===== src/rtl/reg_file.sv =====
// Integer register file for the single-cycle RV32 core.
// Two combinational read ports and one synchronous write port. Register x0
// always reads zero. All entries are cleared asynchronously by rst_n.
// Optional feature: define REG_FILE_BYPASS_EN so that a same-cycle write is
// forwarded to any read port that addresses the entry being written.

module reg_file_rd_port #(
  parameter int DATA_W = 32,
  parameter int ADDR_W = 5
) (
  input  logic [2**ADDR_W-1:0][DATA_W-1:0] mem,
  input  logic [ADDR_W-1:0]                addr,
`ifdef REG_FILE_BYPASS_EN
  input  logic                             rst_n,
  input  logic                             rd_we,
  input  logic [ADDR_W-1:0]                rd_addr,
  input  logic [DATA_W-1:0]                rd_data,
`endif
  output logic [DATA_W-1:0]                data
);

  // x0 reads zero; other indices read storage, or the in-flight write when forwarding
  always_comb begin
    data = '0;
    if (addr != '0) begin
      data = mem[addr];
`ifdef REG_FILE_BYPASS_EN
      // Forwarding is suppressed in reset so the outputs stay zero
      if (rst_n && rd_we && (rd_addr != '0) && (addr == rd_addr))
        data = rd_data;
`endif
    end
  end

endmodule

module reg_file #(
  parameter int DATA_W = 32,
  parameter int ADDR_W = 5
) (
  input  logic              clk,
  input  logic              rst_n,
  input  logic [ADDR_W-1:0] rs1_addr,
  output logic [DATA_W-1:0] rs1_data,
  input  logic [ADDR_W-1:0] rs2_addr,
  output logic [DATA_W-1:0] rs2_data,
  input  logic              rd_we,
  input  logic [ADDR_W-1:0] rd_addr,
  input  logic [DATA_W-1:0] rd_data
);

  localparam int DEPTH     = 2**ADDR_W;
  localparam int NUM_PORTS = 2;

  // Flop storage: the asynchronous clear keeps it out of block RAM. Entry 0 is
  // only ever cleared, so it reduces to a constant.
  logic [DEPTH-1:0][DATA_W-1:0]     mem;
  logic [NUM_PORTS-1:0][ADDR_W-1:0] rs_addr;
  logic [NUM_PORTS-1:0][DATA_W-1:0] rs_data;

  assign rs_addr  = {rs2_addr, rs1_addr};
  assign rs1_data = rs_data[0];
  assign rs2_data = rs_data[1];

  // Async clear of every entry; write on rising edge, x0 writes dropped
  always_ff @(posedge clk or negedge rst_n) begin
    if (!rst_n)
      mem <= '0;
    else if (rd_we && (rd_addr != '0))
      mem[rd_addr] <= rd_data;
  end

  for (genvar p = 0; p < NUM_PORTS; p++) begin : g_rd
    reg_file_rd_port #(.DATA_W(DATA_W), .ADDR_W(ADDR_W)) u_port (
      .mem     (mem),
      .addr    (rs_addr[p]),
`ifdef REG_FILE_BYPASS_EN
      .rst_n   (rst_n),
      .rd_we   (rd_we),
      .rd_addr (rd_addr),
      .rd_data (rd_data),
`endif
      .data    (rs_data[p])
    );
  end

endmodule

===== config.mk =====
export PLATFORM = sky130hd
export DESIGN_NAME = reg_file
export DESIGN_NICKNAME = d
export VERILOG_FILES = /design/src/rtl/reg_file.sv
export SDC_FILE = /design/constraint.sdc
export NUM_CORES = 2
export LEC_CHECK = 0
export ABC_AREA = 1
export BUFFER_PORTS_ARGS = -buffer_cell sky130_fd_sc_hd__buf_4
export CAP_MARGIN = 20
export CORE_ASPECT_RATIO = 1.5
export CORE_UTILIZATION = 40
export CTS_CLUSTER_SIZE = 30
export DETAILED_ROUTE_END_ITERATION = 10
export MAX_ROUTING_LAYER = met4
export SKIP_CTS_REPAIR_TIMING = 1
export SYNTH_ARGS = -nofsm -noshare
export SYNTH_HDL_FRONTEND = slang
export SYNTH_SLANG_ARGS = --single-unit

===== constraint.sdc =====
create_clock -name clk -period 4.3 [get_ports clk]
set_input_delay 0.43 -clock clk [delete_from_list [all_inputs] [get_ports clk]]
set_output_delay 0.43 -clock clk [all_outputs]
set_load 0.01 [all_outputs]

# Word level (Yosys, flattened, before mapping)
# Index checks and enable logic that the tools add are counted.
# totals
regBits	1024
out_inout_bits	64
# op_classes
order_cmp	4
mux	9
reduce_logical	5
# ops
op	count
bitwise mux 1024 bit	1
binary-select mux 32 bit (select 5 bit)	2
demux 32 bit (select 5 bit)	1
two-way mux 32 bit	5
< comparator 5 x 6 -> 1 bit (second input constant)	3
nonzero test 5 bit	3
greater-or-equal comparator 5 x 1 -> 1 bit (second input constant)	1
logical AND 1 bit	2

# Logic depth before layout (Yosys ltp)
# depth
depth_word	5
ltp_mapped	13

# Hierarchy
# A second synthesis with hierarchy kept.
# unflattened
hier_cells	9257
area_unflattened_um2	60205.2
# modules_own_cells
mod	instances	cells_each	area_per_inst_um2	seq_area_each_um2
reg_file	1	4329	38729.6	25624.6
reg_file_rd_port	2	2464	10737.8	0.0

# Least setup slack after synthesis
# Ideal clock, no wire load.
# synth_timing
path_kind	in2out
from	input rs2_addr[0]
to	output rs2_data[24]
arrival_ns	1.830
required_time_ns	3.870
slack_ns	2.040
cell_stages	13
n_path_buf	4
cell_sequence	buf_2 -> inv_1 -> buf_2 -> buf_2 -> clkbuf_1 -> nand2_1 -> nand3_1 -> nand3_1 -> nand2_1 -> nand2_1 -> nand3_1 -> nand2_1 -> nor2_1
# synth_via
elab_chain_len	3
# synth_lines
element	line_no	rtl
start: declaration	45	input logic [ADDR_W-1:0] rs2_addr,
binary-select mux 32 bit (select 5 bit)	26	data = mem[addr];
two-way mux 32 bit (implied by the code)	26	
two-way mux 32 bit (*)	25	if (addr != '0) begin
end: declaration	46	output logic [DATA_W-1:0] rs2_data,
# Mark *: on every way between the ends. The rest lies on a longest branch, timed or not. The select of a mux whose other input is x is not followed.

# Final worst setup path
# layout_timing
from	input rs1_addr[0]
to	output rs1_data[28]
# layout_via
elab_chain_len	3
# layout_lines
element	line_no	rtl
start: declaration	43	input logic [ADDR_W-1:0] rs1_addr,
binary-select mux 32 bit (select 5 bit)	26	
two-way mux 32 bit (implied by the code)	26	
two-way mux 32 bit (*)	25	
end: declaration	44	output logic [DATA_W-1:0] rs1_data,
# Marks and branches as above.

==> impl_metrics.yaml <==
run_status:
  outcome: "complete, no violations"
power:
  p_leak_nw: 29.5
  power.density_mw_per_mm2: 457
  peakVddDrop_mv: 0.332
  finalPower_w: 0.0286
logic_synthesis:
  syn-num-nets: 8350
  synth_flop_cell: "dfrtp_1"
  synth_xor_area_share_pct: 0
  synth.most_common_cell: "nand2_1"
  netlist_area_mm2: 0.0563
  async_flop_share_pct: 100
  ys_types: 17
  synth_compound_area_share_pct: 11.0
  avgSynthCellArea_um2: 6.79
  synth_warnings: 0
  syn_inst: 8300
  synth_edf_count: 0
  synthAdderAreaFrac_pct: 0
  yosys.area_share.simple_pct: 37.8
  synth_top_area_share_pct: 45.5
  seq_area_frac_synth_pct: 45.5
  synth_top_family_by_area: "simple AND/OR/NAND/NOR gates"
  synthTopCellsByCount: "3363 x nand2_1, 1374 x nand3_1, 1024 x dfrtp_1, 958 x o21ai_0, 613 x clkbuf_1"
  yosysTopAreaCell: "dfrtp_1"
  synth.area.top_cells: "dfrtp_1 45%, nand2_1 22%, nand3_1 12%"
  ys_ff_latch: 1024
  synthMuxAreaShare_pct: 0
routing:
  drc: 0
  routed_wl_um: 228000
  viasPerCell: 5.77
  ant_nets: 0
  vias: 57100
  drt_iter0_markers: 6317
  wl_per_cell_um: 23.1
  first_pass_iters: 8
layout:
  nets: 7977
  reg_top3: "mem x1024"
  regMostFlops: "mem"
  layout.cells.non_filler: 9888
  drive_above_1_share_pct: 6.29
  largest_reg_flops: 1024
  syn_to_final_growth_pct: 11.0
placed_design:
  port_buffers: 113
  routabilityCongestion: 0.856
  dpl.cell_count: 9683
  dp_hpwl_um: 123000
timing:
  finalCritPeriodShare_pct: 81.0
  worst_slew_pin_slew_ns: 1.20
  slew_headroom_pct: 20.3
  setup_violations: 0
  fmax_ghz: 0.287
  min_period_ns: 3.48
  maxSlewViolCount: 0
  rsz0062_at_grt: "no"
  hold_viol_final: 0
  finalClockSkew_ns: 0
  final.setup.tns_ns: 0
clock_tree:
  cts.path.max_buffers: 3
  cts-root-buf: "clkbuf_16"
  htreeDepth: 3
  clk-insertion-delay-late_ns: 0.74
  cts_buffers: 108
  cts_num_sinks: 1024
  cts_tree: "built"
  path_clk_slew_ns: 0.06
setup_path:
  arrival_ns: 3.05
  cp_top_family: "buffers and inverters"
  timing.rr.end: "mem[573]"
  slowest_delay_ns: 0.55
  start_kind: "input pin"
  critPathSlowestCell: "buf_12"
  critPathKind: "input pin to output port"
  cp_max_fo: 123
  r2r_cells: 2
  cpMostUsedCell: "nand2_1"
  path_buf_inv: 4
  r2r-start: "mem[573]"
  crit_path_end_kind: "output port"
  crit_chain: "buf_8 > inv_8 > buf_12 > nand2_1 > nand3_1 > nand3_1 > nand2_1 > nand2_1 > nand2_1 > nor2_1 > nor2_1 > buf_4"
  rrSetupSlack_ns: 3.53
  startpoint: "rs1_addr[0]"
  crit_required_ns: 3.87
floorplanning:
  die_y_um: 462
  dieArea_mm2: 0.142
  start_util_pct: 40.3
  ios: 114
  rows: 168
  fp.coreArea_mm2: 0.140
  die_w_um: 308
worst_hold_path:
  hold_path_class: "input pin to register"
  holdPathStages: 3
  hp-start: "rd_data[25]"
  min_to: "mem[249]"
global_route:
  grt_max_degree: 165
  grt_usage_pct: 32.9
  globalRouteOverflowTotal: 0
  grt_pass1_vias: 54100
  grt_pass1_wl_um: 344000
  antenna_found_initial: 4
job:
  max_cap_viol_count: 0
==> through the flow <==
step / worst slack [ns] / utilization (%) / instance area, um2 / hold WS [ns]
floorplan: 2.04 / - / 56300 / 0.134
global placement: 0.873 / 42.0 / 58700 / 0.386
detailed placement: 0.913 / 42.0 / 58700 / 0.389
CTS: 0.905 / 44.7 / 62500 / -0.292
global route: 0.746 / 44.7 / 62500 / 0.194
finish: 0.819 / 44.7 / 62500 / 0.164
==> routing by layer <==
metal | track usage, % | vias up | wire length (um)
met3 | 4.85 | 655 | 21200
li1 | - | 26200 | -
met1 | 41.7 | 27300 | 91400
met2 | 51.6 | 2971 | 104000
met5 | - | - | 0
met4 | 15.6 | 0 | 11400
==> worst min-delay path, cell delays in order <==
cell,delay (ns)
buf_4,0.08
inv_1,0.15
o21ai_0,0.20
==> cells by family (layout without fill, tap and decap cells) <==
logic type / Yosys count / after routing
AOI/OAI and AO/OA: 1234 / 1234
buffers and inverters: 841 / 557
and+or+nand+nor: 5201 / 5201
DFF: 1024 / 1024
other: 0 / 2
==> area by class of cell <==
class                   count  area, um2
well taps                1870       2340
clock buffers             162       3270
inverters                  82        355
diodes                      2       5.00
flip-flops and latches   1024      25600
fillers                 14300      77300
clock inverters            37        479
multi-input cells        6435      27700
repair buffers            276       2770
==> worst max path at each step <==
stage                         to  depth (start not counted)  slack [ns]
floorplan           rs2_data[24]                         13        2.04
global route        rs1_data[28]                         12        0.75
global placement     rs1_data[0]                         10        0.87
CTS                  rs1_data[0]                         10        0.91
finish              rs1_data[28]                         12        0.82
detailed placement   rs1_data[0]                         10        0.91
==> where the power goes <==
group / total [W] / internal, W / switching [W]
clock: 0.0101 / 0.00583 / 0.00424
combinational: 0.00562 / 0.00209 / 0.00353
sequential: 0.0129 / 0.0115 / 0.00143
==> cell usage in the layout, fill, tap and decap left out, types with 26 or more instances in the layout <==
cell type,count
nand2_4,26
buf_12,49
inv_1,65
nor2_1,448
nand2_1,3337
nand3_1,1372
buf_4,216
a21oi_1,263
clkbuf_8,32
o21ai_0,958
dfrtp_1,1024
clkbuf_16,110
(Power assumes the default switching activity.)
